<file path="src/rtl/vga_sync_rx.sv">
// Receive-side VGA timing decoder: recovers pixel position from hsync/vsync,
// validates line/frame lengths, and produces lock and display-enable.
module vga_sync_rx #(
   parameter int unsigned H_TOTAL     = 800,
   parameter int unsigned V_TOTAL     = 525,
   parameter int unsigned H_ACT_START = 144,
   parameter int unsigned H_ACT_LEN   = 640,
   parameter int unsigned V_ACT_START = 35,
   parameter int unsigned V_ACT_LEN   = 480,
   parameter int unsigned LOCK_FRAMES = 2,
   parameter int unsigned CNT_BIT     = 10
) (
   input  logic               clk,
   input  logic               i_sclr,
   input  logic               i_px_clk,
   input  logic               i_vga_hsync,
   input  logic               i_vga_vsync,
   output logic [CNT_BIT-1:0] o_x,
   output logic [CNT_BIT-1:0] o_y,
   output logic               o_de,
   output logic               o_frame_start,
   output logic               o_locked,
   output logic               o_err
);

   localparam int unsigned GOOD_W = $clog2(LOCK_FRAMES + 1);

   localparam logic [CNT_BIT-1:0] H_MAX  = CNT_BIT'(H_TOTAL);
   localparam logic [CNT_BIT-1:0] H_LAST = CNT_BIT'(H_TOTAL - 1);
   localparam logic [CNT_BIT-1:0] V_MAX  = CNT_BIT'(V_TOTAL);
   localparam logic [CNT_BIT-1:0] V_LAST = CNT_BIT'(V_TOTAL - 1);
   localparam logic [CNT_BIT-1:0] H_AS   = CNT_BIT'(H_ACT_START);
   localparam logic [CNT_BIT-1:0] H_AE   = CNT_BIT'(H_ACT_START + H_ACT_LEN);
   localparam logic [CNT_BIT-1:0] V_AS   = CNT_BIT'(V_ACT_START);
   localparam logic [CNT_BIT-1:0] V_AE   = CNT_BIT'(V_ACT_START + V_ACT_LEN);
   localparam logic [GOOD_W-1:0]  GOOD_LAST = GOOD_W'(LOCK_FRAMES - 1);

   typedef enum logic [1:0] {SEEK, CHECK, LOCKED} state_t;

   state_t              state, state_next;
   logic [GOOD_W-1:0]   good_cnt, good_next;
   logic                hs_prev, vs_prev;
   logic [CNT_BIT-1:0]  h_cnt, v_cnt, h_next, v_next;
   logic                h_rise, v_rise, viol, err_next, de_next;

   assign h_rise = i_vga_hsync & ~hs_prev;
   assign v_rise = i_vga_vsync & ~vs_prev;

   always_comb begin
      h_next = h_cnt;
      v_next = v_cnt;
      if (h_rise)
         h_next = '0;
      else if (h_cnt != H_MAX)
         h_next = h_cnt + 1'b1;
      if (v_rise)
         v_next = '0;
      else if (h_rise && (v_cnt != V_MAX))
         v_next = v_cnt + 1'b1;
   end

   // Early line/frame ends are caught at the sync edge; missing syncs are
   // caught once, on the step where the counter reaches its total.
   assign viol = ( h_rise && (h_cnt != H_LAST))
              || (!h_rise && (h_cnt == H_LAST))
              || ( v_rise && (v_cnt != V_LAST))
              || (!v_rise && h_rise && (v_cnt == V_LAST));

   always_comb begin
      state_next = state;
      good_next  = good_cnt;
      err_next   = 1'b0;
      if (i_px_clk) begin
         case (state)
            SEEK: begin
               if (v_rise) begin
                  state_next = CHECK;
                  good_next  = '0;
               end
            end
            CHECK, LOCKED: begin
               if (viol) begin
                  err_next  = 1'b1;
                  good_next = '0;
                  // A failing vsync edge is still a valid frame start.
                  state_next = v_rise ? CHECK : SEEK;
               end else if (v_rise && (state == CHECK)) begin
                  if (good_cnt == GOOD_LAST)
                     state_next = LOCKED;
                  else
                     good_next = good_cnt + 1'b1;
               end
            end
            default: state_next = SEEK;
         endcase
      end
   end

   assign de_next = (state_next == LOCKED)
                 && (h_next >= H_AS) && (h_next < H_AE)
                 && (v_next >= V_AS) && (v_next < V_AE);

   always_ff @(posedge clk or posedge i_sclr) begin
      if (i_sclr) begin
         state    <= SEEK;
         good_cnt <= '0;
         o_locked <= 1'b0;
      end else begin
         state    <= state_next;
         good_cnt <= good_next;
         o_locked <= (state_next == LOCKED);
      end
   end

   always_ff @(posedge clk or posedge i_sclr) begin
      if (i_sclr) begin
         hs_prev       <= 1'b0;
         vs_prev       <= 1'b0;
         h_cnt         <= '0;
         v_cnt         <= '0;
         o_de          <= 1'b0;
         o_x           <= '0;
         o_y           <= '0;
         o_err         <= 1'b0;
         o_frame_start <= 1'b0;
      end else begin
         o_err         <= err_next;
         o_frame_start <= i_px_clk & v_rise;
         if (i_px_clk) begin
            hs_prev <= i_vga_hsync;
            vs_prev <= i_vga_vsync;
            h_cnt   <= h_next;
            v_cnt   <= v_next;
            o_de    <= de_next;
            o_x     <= de_next ? (h_next - H_AS) : '0;
            o_y     <= de_next ? (v_next - V_AS) : '0;
         end
      end
   end

endmodule

</file>
<file path="config.mk">
export PLATFORM = sky130hd
export DESIGN_NAME = vga_sync_rx
export DESIGN_NICKNAME = d
export VERILOG_FILES = /design/src/rtl/vga_sync_rx.sv
export SDC_FILE = /design/constraint.sdc
export NUM_CORES = 1
export LEC_CHECK = 0
export ABC_AREA = 1
export CORE_ASPECT_RATIO = 1.75
export CORE_MARGIN = 4
export CORE_UTILIZATION = 30
export DETAILED_ROUTE_END_ITERATION = 8
export SLEW_MARGIN = 10
export SYNTH_ARGS = -nofsm -noshare
export SYNTH_HDL_FRONTEND = slang
export SYNTH_SLANG_ARGS = --single-unit
</file>
<file path="constraint.sdc">
create_clock -name clk -period 6.54 [get_ports clk]
set_clock_uncertainty 0.1 [all_clocks]
set_input_delay 1.308 -clock clk [delete_from_list [all_inputs] [get_ports clk]]
set_output_delay 1.308 -clock clk [all_outputs]
set_load 0.01 [all_outputs]
</file>
; Word-level counts from Yosys, hierarchy flattened
; Index checks and enable logic that the tools add are counted.
[totals]
reg_bits = 50
input_bits = 5
wordCells = 80
[classes]
addsub = 5
order_cmp = 4
eq_ne = 13
muxes = 21
bitwise = 5
n_reduce_logical = 20
[ops]
columns = op, count
row1 = 10-bit 2-to-1 mux, 6
row2 = "10-bit inequality test, second input constant", 4
row3 = "10-bit by 1-bit adder with 10-bit output, second input constant", 2
row4 = "10-bit == test, second input constant", 2
row5 = "10-bit less-than comparator, second input constant", 2
row6 = 2-bit 2-to-1 mux, 9
row7 = 1-bit logical AND, 11
row8 = "10-bit by 6-bit greater-or-equal comparator with 1-bit output, second input constant", 1
row9 = "10-bit by 8-bit greater-or-equal comparator with 1-bit output, second input constant", 1
row10 = "10-bit by 6-bit subtractor with 10-bit output, second input constant", 1
row11 = "10-bit by 8-bit subtractor with 10-bit output, second input constant", 1
row12 = 2-bit case mux with 2 select lines, 2
row13 = "3-bit inequality test, second input constant", 2
row14 = 5-bit AND reduction, 1
row15 = "2-bit by 1-bit == test with 1-bit output, second input constant", 2
row16 = "2-bit == test, second input constant", 2
row17 = 1-bit 2-to-1 mux, 4
row18 = 1-bit bitwise AND, 3
row19 = 1-bit logical OR, 3
row20 = "2-bit by 1-bit adder with 2-bit output, second input constant", 1
row21 = 1-bit logical NOT, 2
row22 = 2-bit logical NOT, 1
row23 = "2-bit inequality test, second input constant", 1
row24 = 1-bit NOT, 2
row25 = 2 further kinds, 2

; Logic depth before layout (Yosys ltp)
; Gate-level depths: netlist (run 1).
[logic_depth]
word_depth = 16
mapped_depth = 19

; Worst setup path after synthesis (run 1)
; No wires, ideal clock.
[synth_path]
path_kind = input -> register
start = input port i_vga_hsync
end = register o_y[0]
t_arrival_ps = 3160
required_ps = 6365
path_slack_ps = 3205
path_stages = 15
cell_sequence = nand2_1 -> inv_2 -> nand2_4 -> buf_6 -> o21ai_0 -> a21oi_1 -> ha_1 -> inv_1 -> nand2_1 -> nor2_2 -> nand3_2 -> nand2_4 -> nand4_4 -> buf_6 -> o21bai_2
[synth_via]
elab_cells_between_ends = 27
cone_classes = add/sub (1) / order compare (4) / eq/ne (1) / mux (7) / bitwise (1) / reduce/logical (13)
[synth_lines]
columns = element, line
row1 = from (decl), 16  ; input logic i_vga_hsync,
row2 = 1-bit bitwise AND *, 46  ; assign h_rise = i_vga_hsync & ~hs_prev;
row3 = 1-bit logical AND *, 58  ; else if (h_rise && (v_cnt != V_MAX))
row4 = 10-bit 2-to-1 mux *, 58
row5 = 10-bit 2-to-1 mux *, 56  ; if (v_rise)
row6 = named net v_next[0], 43  ; logic [CNT_BIT-1:0] h_cnt, v_cnt, h_next, v_next;
row7 = 10-bit by 6-bit greater-or-equal comparator with 1-bit output, 101  ; && (v_next >= V_AS) && (v_next < V_AE);
row8 = 1-bit logical AND (2 in series), 101
row9 = 10-bit 2-to-1 mux *, 136  ; o_y <= de_next ? (v_next - V_AS) : '0;
row10 = to (signal assigned), 136
row11 = to (decl), 19  ; output logic [CNT_BIT-1:0] o_y,
; Mark *: on every way through the listed nets, which the timed path passes. The rest lies on a longest branch.
; A chain may end at the register's enable or synchronous reset.

; Worst setup path after layout (run 1)
[layout_path]
start = input port i_vga_hsync
end = register o_y[7]
[layout_via]
elab_chain_cells = 15
elab_cells_between_ends = 27
cone_classes = add/sub (1) / order compare (4) / eq/ne (1) / mux (7) / bitwise (1) / reduce/logical (13)
[layout_rtl]
columns = element, line
row1 = 1-bit bitwise AND *, 46
row2 = 1-bit logical NOT, 65  ; || (!h_rise && (h_cnt == H_LAST))
row3 = 1-bit logical AND, 65
row4 = 1-bit logical OR, 65
row5 = 1-bit logical OR, 66  ; || ( v_rise && (v_cnt != V_LAST))
row6 = 1-bit logical OR, 67  ; || (!v_rise && h_rise && (v_cnt == V_LAST));
row7 = 2-bit 2-to-1 mux, 82  ; if (viol) begin
row8 = 2-bit case mux with 2 select lines, 74  ; case (state)
row9 = 2-bit 2-to-1 mux, 73  ; if (i_px_clk) begin
row10 = 2-bit == test, 99  ; assign de_next = (state_next == LOCKED)
row11 = 1-bit logical AND (2 in series), 100  ; && (h_next >= H_AS) && (h_next < H_AE)
row12 = 1-bit logical AND (2 in series), 101
row13 = 10-bit 2-to-1 mux *, 136
; Mark *: on every way between the ends. The rest lies on a longest branch, timed or not.

==> results by group, run 1 <==
CTS
  – CTS tree: done
  – TritonCTS buffer count: 5
  – Setup Fix Bufs, Post-CTS: 0
  – Clock Pin Slew Worst Setup and Hold Paths: 70 ps
  – H-tree depth: 2
  – Clk_lat worst skew: 300 ps
  – Post-cts sizing count: 0
  – Sink Count: 50
  – Clk root buf: clkbuf_16
  – Hold buffers post-CTS: 0
  – Clock buffer depth: 2

Floorplan
  – Row count: 50
  – Initial Util: 0.3108
  – Chip Width: 88.04 µm
  – Die height: 148.1 µm
  – Number of I/O pins: 29
  – Die ar.: 0.01304 mm²
  – Core area: 0.01082 mm²

Synthesis
  – Synth Register Bits: 50
  – Synth area leader: dfrtp_1
  – Post-synth EDFFs: 0
  – Avg Cell Area, Syn: 7.343 µm²
  – Mapped Nets: 475
  – Top post-synthesis cells by area: dfrtp_1 (37%), nand2_1 (15%), inv_1 (6.8%)
  – Synth Flop Type: dfrtp_1
  – Sequential share of the synthesized area: 0.3720
  – Syn Inst Count: 458
  – Mapped cell area: 0.003363 mm²
  – Netlist cell types: 37
  – YS warnings: 0
  – Most frequent cell after synthesis: nand2_1
  – Synth async-reset ratio: 1.000
  – Synth cell count leaders: nand2_1 (130), inv_1 (61), nor2_1 (55), dfrtp_1 (50), o21ai_0 (25)
  – Synth top area share: 0.3720

Worst setup path
  – Worst path buffer plus inverter count: 3
  – Crit path launch: i_vga_hsync
  – CP dominant cell by count: nand2_1
  – CP top delay family: simple AND/OR/NAND/NOR gates
  – Critical path, cell by cell: clkdlybuf4s50_1 -> nand2_1 -> inv_2 -> nor3_1 -> inv_1 -> ha_1 -> nand2_1 -> nand2_1 -> nand2_1 -> nor2_1 -> nand2_1 -> nand2_1 -> nor2_4 -> nand4_4 -> o21bai_1
  – Reg-to-Reg Start: h_cnt[2]
  – Reg2reg end: o_y[7]
  – Startpoint type of the worst setup path: input port
  – CP Depth: 15
  – Worst setup EP type: flop
  – Worst setup endpoint: o_y[7]
  – CP Data Required Time: 6650 ps
  – Slowest-stage cell, CP: clkdlybuf4s50_1
  – Reg2reg path depth: 17
  – Crit Path Category: in -> reg
  – Crit-path max FO: 17
  – Max incr delay on CP: 420 ps
  – Critical path data arrival time: 4060 ps
  – Setup slack, reg-to-reg: 3540 ps

Global route
  – Top Usage Layer GRT: met2
  – Largest net degree at the start of global routing: 51
  – Vias in the first global route: 2981
  – Routing usage on met1: 0.1419
  – GR Layer Usage met3: 0.01774
  – Met2 Usage GRT: 0.2606
  – GRT Residual Overflow: 0
  – Initial antenna violation count: 0
  – Overall Global Routing Usage: 0.1402
  – Global-route wire length before repair: 14280 µm

Route
  – Wirelength per Cell: 13.77 µm
  – DRT Pass-1 Iters: 4
  – Via count: 2917
  – DRC: 0
  – Vias per cell: 4.743
  – Post-DRT Antenna Nets: 0
  – DR iter-0 viols: 187
  – WL final: 8468 µm

Placement
  – Placed cell count: 607
  – GP Congestion: 0.8973
  – Port Buf Inserts: 28
  – Post-DP HPWL: 6373 µm

Finish
  – Synth-to-Final Area Change: 17.71%
  – # fillers: 1126
  – N_diodes: 0
  – NumNets Final: 501
  – Layout cells sized above 1: 0.1134
  – Finished Layout Cells: 615

Power
  – Maximum VDD drop: 0.0001119 V
  – Cell Pwr Density: 226.5 mW/mm²
  – Leak: 0.001970 µW
  – Clock Power Share: 0.394
  – Overall power: 896.8 µW
  – Internal power: 623.7 µW
  – Comb pwr share: 0.210
  – Reg power frac: 0.396
  – Net switching power: 273.1 µW
  – Switching share of power: 0.3045

STA
  – RSZ-0062 raised after global routing: no
  – Slew Limit Fails: 0
  – Slew HR: 0.3790
  – Setup_tns: 0 ps
  – Final period utilization: 0.6034
  – Final hold vios: 0
  – Maximum clock rate: 253.4 MHz
  – Period minus WS final: 3947 ps
  – Worst-Margin Slew: 931.5 ps
  – Final setup vio count: 0

Run
  – Max_cap viols: 0

Worst hold path
  – Worst Hold Class: reg -> reg

Outcome
  – Status: finished clean
## power groups by stage
stage	Combinational, µW	Sequential (µW)	Clock, µW
after floorplan	146	355	0
after global placement	186	360	0
after detailed placement	190	361	0
after CTS	191	355	362
after global routing	219	359	372
final	188	355	354
## metrics by stage
stage	hold slack, ps	setup slack, ps	cell area [µm²]	utilization
after global placement	363.4	2353	3759	0.3473
after floorplan	351.7	3205	3363	-
final	390.2	2593	3959	0.3658
after global routing	421.1	2275	3959	0.3658
after detailed placement	375.7	2256	3759	0.3473
after CTS	395.4	2556	3958	0.3657
## worst min path at each step
stage                      from          end  depth (start not counted)
floorplan           good_cnt[1]  good_cnt[1]                          2
global placement    good_cnt[1]  good_cnt[1]                          2
detailed placement       o_x[0]       o_x[0]                          2
CTS                 good_cnt[1]  good_cnt[1]                          2
global route             o_x[2]       o_x[2]                          2
finish              good_cnt[1]  good_cnt[1]                          2
## cell usage in the layout (no fill, tap or decap), drive strengths merged, types with 3 or more instances in the layout
cell type / synthesis / layout
o21ai: 26 / 26
nand3: 27 / 27
xor2: 9 / 9
nand2: 141 / 141
nand3b: 3 / 3
inv: 65 / 64
ha: 12 / 12
clkdlybuf4s50: 0 / 28
nand4: 8 / 8
xnor2: 3 / 3
nor2: 64 / 64
clkbuf: 5 / 6
nor3: 6 / 6
o21bai: 20 / 20
dfrtp: 50 / 50
a21oi: 7 / 7
## cell families after synthesis
family | after synthesis | synth area share
xor gates and xnor gates | 12 | 0.03349
buffers and inverters | 76 | 0.09003
DFF | 50 | 0.3720
and+or+nand+nor | 249 | 0.3404
adders and majority gates | 12 | 0.04464
AOI/OAI and AO/OA | 59 | 0.1194
## final cells by class
class,instances,area (µm²),share of cell area
Clock buffer,6,138.9,0.03508
Timing Repair Buffer,29,287.8,0.07269
Sequential cell,50,1251,0.3161
Clock inverter,2,60.06,0.01517
Multi-Input combinational cell,332,1809,0.4570
Tap cell,130,162.7,0.04109
Inverter,66,249.0,0.06290
## tightest hold or removal path: cells and delay by family (launching register included)
kind,cells,cell delay [ps]
AO/OA/AOI/OAI,1,50
AND/OR/NAND/NOR,1,50
flip-flops,1,350
## registers in the layout, indices dropped and copies added, names as in the netlist
| register | cells |
|---|---|
| o_locked | 1 |
| good_cnt | 2 |
| o_x | 10 |
| state | 2 |
| v_cnt | 10 |
| hs_prev | 1 |
| o_frame_start | 1 |
| vs_prev | 1 |
| o_de | 1 |
| o_err | 1 |
| h_cnt | 10 |
| o_y | 10 |
## routing by layer
layer	routed length, µm	vias up	share of wire
met3	196	23	0.023
li1	-	1482	-
met5	0	-	0
met1	3068	1366	0.36
met2	4720	46	0.56
met4	483	0	0.057
Power figures use the tool's default switching activity.
==> inputs of run 2 (changes only) <==
- clock period: 6.54 -> 4.1 ns (I/O delays scaled with it)
==> run 2 against run 1 <==
Critical endpoint is now o_x[6]. Highest routed layer unchanged. Sequential power rose by 59%. Sequential share of layout area rose by 0.30 points. First-iteration DRC count fell by 13%. Global-route usage rose by 0.16 points. Worst setup slack got worse by 2000 ps.
==> results by group, run 2 (same netlist as run 1, synthesis figures left out) <==
Placement
  – Post-DP HPWL: 6459 µm (was 6373 µm)
  – GP Congestion: 0.8982 (was 0.8973)
  – Port Buf Inserts: 28 (unchanged)
  – Placement Setup Slack: 312.9 ps (was 2256 ps)

STA
  – RSZ-0062 raised after global routing: no (unchanged)
  – Slew HR: 0.2870 (was 0.3790)
  – Final setup vio count: 0 (unchanged)
  – Final period utilization: 0.8433
  – Slew Limit Fails: 0 (unchanged)
  – Final hold slack: 382.4 ps (was 390.2 ps)
  – Worst-Margin Slew: 1070 ps (was 931.5 ps)
  – Maximum clock rate: 289.2 MHz
  – Setup_tns: 0 ps (unchanged)
  – Setup ws final: 642.6 ps (was 2593 ps)
  – Period minus WS final: 3457 ps
  – Final hold vios: 0 (unchanged)

Worst setup path
  – Crit Path Category: in -> reg (unchanged)
  – Worst setup endpoint: o_x[6] (was o_y[7])
  – Crit-path max FO: 17 (unchanged)
  – Reg2reg path depth: 14 (was 17)
  – Worst setup EP type: flop (unchanged)
  – Critical path data arrival time: 3570 ps (was 4060 ps)
  – Setup slack, reg-to-reg: 1230 ps (was 3540 ps)
  – Crit path launch: i_vga_hsync (unchanged)
  – Reg-to-Reg Start: hs_prev (was h_cnt[2])
  – CP Data Required Time: 4210 ps (was 6650 ps)
  – Startpoint type of the worst setup path: input port (unchanged)
  – Reg2reg end: o_x[6] (was o_y[7])

CTS
  – TritonCTS buffer count: 5 (unchanged)
  – CTS tree: done (unchanged)
  – Clk root buf: clkbuf_16 (unchanged)
  – Post-cts sizing count: 0 (unchanged)
  – H-tree depth: 2 (unchanged)
  – Hold buffers post-CTS: 0 (unchanged)
  – Clock buffer depth: 2 (unchanged)
  – Setup Fix Bufs, Post-CTS: 0 (unchanged)
  – Clock Pin Slew Worst Setup and Hold Paths: 70 ps (about the same)
  – Sink Count: 50 (unchanged)
  – Clk_lat worst skew: 300 ps (about the same)

Power
  – Reg power frac: 0.435 (was 0.396)
  – Net switching power: 428.2 µW (was 273.1 µW)
  – Cell Pwr Density: 331.9 mW/mm² (was 226.5 mW/mm²)
  – Maximum VDD drop: 0.0001543 V (was 0.0001119 V)
  – Internal power: 873.1 µW (was 623.7 µW)
  – Clock Power Share: 0.330 (was 0.394)
  – Comb pwr share: 0.235 (was 0.210)
  – Leak: 0.001956 µW (was 0.001970 µW)
  – Switching share of power: 0.3290 (was 0.3045)
  – Overall power: 1301 µW (was 896.8 µW)

Floorplan
  – Number of I/O pins: 29 (unchanged)
  – Die height: 148.1 µm (unchanged)
  – Die ar.: 0.01304 mm² (unchanged)
  – Initial Util: 0.3108 (unchanged)
  – Core area: 0.01082 mm² (unchanged)
  – Chip Width: 88.04 µm (unchanged)
  – Row count: 50 (unchanged)

Outcome
  – Status: finished clean (unchanged)

Run
  – Max_cap viols: 0 (unchanged)

Global route
  – Global-route wire length before repair: 14370 µm (was 14280 µm)
  – Largest net degree at the start of global routing: 51 (unchanged)
  – Vias in the first global route: 2941 (was 2981)
  – Overall Global Routing Usage: 0.1419 (was 0.1402)
  – GRT Residual Overflow: 0 (unchanged)
  – Initial antenna violation count: 0 (unchanged)

Route
  – Wirelength per Cell: 13.85 µm (was 13.77 µm)
  – DRT Pass-1 Iters: 4 (unchanged)
  – Via count: 2921 (was 2917)
  – DRC: 0 (unchanged)
  – Vias per cell: 4.734 (was 4.743)
  – DR iter-0 viols: 162 (was 187)
  – WL final: 8544 µm (was 8468 µm)
  – Post-DRT Antenna Nets: 0 (unchanged)

Finish
  – # fillers: 1166 (was 1126)
  – Commonest non-fill, non-tap cell in the layout: nand2_1 (unchanged)
  – Layout cells sized above 1: 0.1150 (was 0.1134)
  – Most frequent cells in the layout: nand2_1 (130), inv_1 (60), nor2_1 (55), dfrtp_1 (50), clkdlybuf4s50_1 (28) (unchanged)
  – Synth-to-Final Area Change: 16.59% (was 17.71%)
  – NumNets Final: 503 (was 501)
  – N_diodes: 0 (unchanged)

Worst hold path
  – Worst Hold Class: reg -> reg (unchanged)
[run 2: cell count changes in the layout (fill, tap and decap cells not counted)]
| cell | change |
|---|---|
| bufinv_16 | -2 |
| clkbuf_1 | +1 |
| inv_2 | +1 |
| buf_4 | +2 |
[run 2: per-stage QoR]
stage / area [µm²] / utilization / cells
finish: 3921 / 0.3623 / 617
global route: 3921 / 0.3623 / 617
CTS: 3921 / 0.3623 / 617
detailed placement: 3774 / 0.3487 / 609
global placement: 3774 / 0.3487 / 609
floorplan: 3363 / - / 458
[run 2: how the worst min path moves through the flow]
stage | start | endpoint | slack [ps] | cells after the start
final | good_cnt[1] | good_cnt[1] | 380 | 2
after global routing | good_cnt[1] | good_cnt[1] | 400 | 2
after CTS | good_cnt[1] | good_cnt[1] | 390 | 2
after detailed placement | o_x[2] | o_x[2] | 370 | 2
after global placement | good_cnt[1] | good_cnt[1] | 370 | 2
after floorplan | good_cnt[1] | good_cnt[1] | 350 | 2
[run 2: metal layers]
metal / part of all wire / GRT usage / vias to the layer above / wire [µm]
met5: 0 / 0 / - / 0
met2: 0.56 / 0.2628 / 58 / 4800
li1: - / - / 1484 / -
met4: 0.058 / 0.09304 / 0 / 495
met1: 0.36 / 0.1435 / 1355 / 3065
met3: 0.021 / 0.01663 / 24 / 183
[run 2: area by class of cell]
type	instances	area [µm²]	area share
Clock inverter	1	5.005	0.001276
Tap cell	130	162.7	0.04148
Inverter	66	247.7	0.06318
Sequential cell	50	1251	0.3191
Clock buffer	7	142.6	0.03638
Timing Repair Buffer	31	302.8	0.07722
Multi-Input combinational cell	332	1809	0.4614
[run 2: power groups by stage]
stage	clock network (µW)	registers, µW	logic (µW)
after floorplan	0	566	233
after global placement	0	574	300
after detailed placement	0	575	308
after CTS	443	566	309
after global routing	462	572	349
final	430	566	305
[run 2: worst max-delay path, cell delays in order]
cell and delay (ps):
clkdlybuf4s50_1 480, nand2_1 210, inv_2 230, nand2_4 130, o21ai_0 170, a21oi_1 120
ha_1 270, inv_1 100, nand2_1 70, nor2_2 180, nand3_2 120, nand2_4 100
nand4_4 290, o21bai_1 260
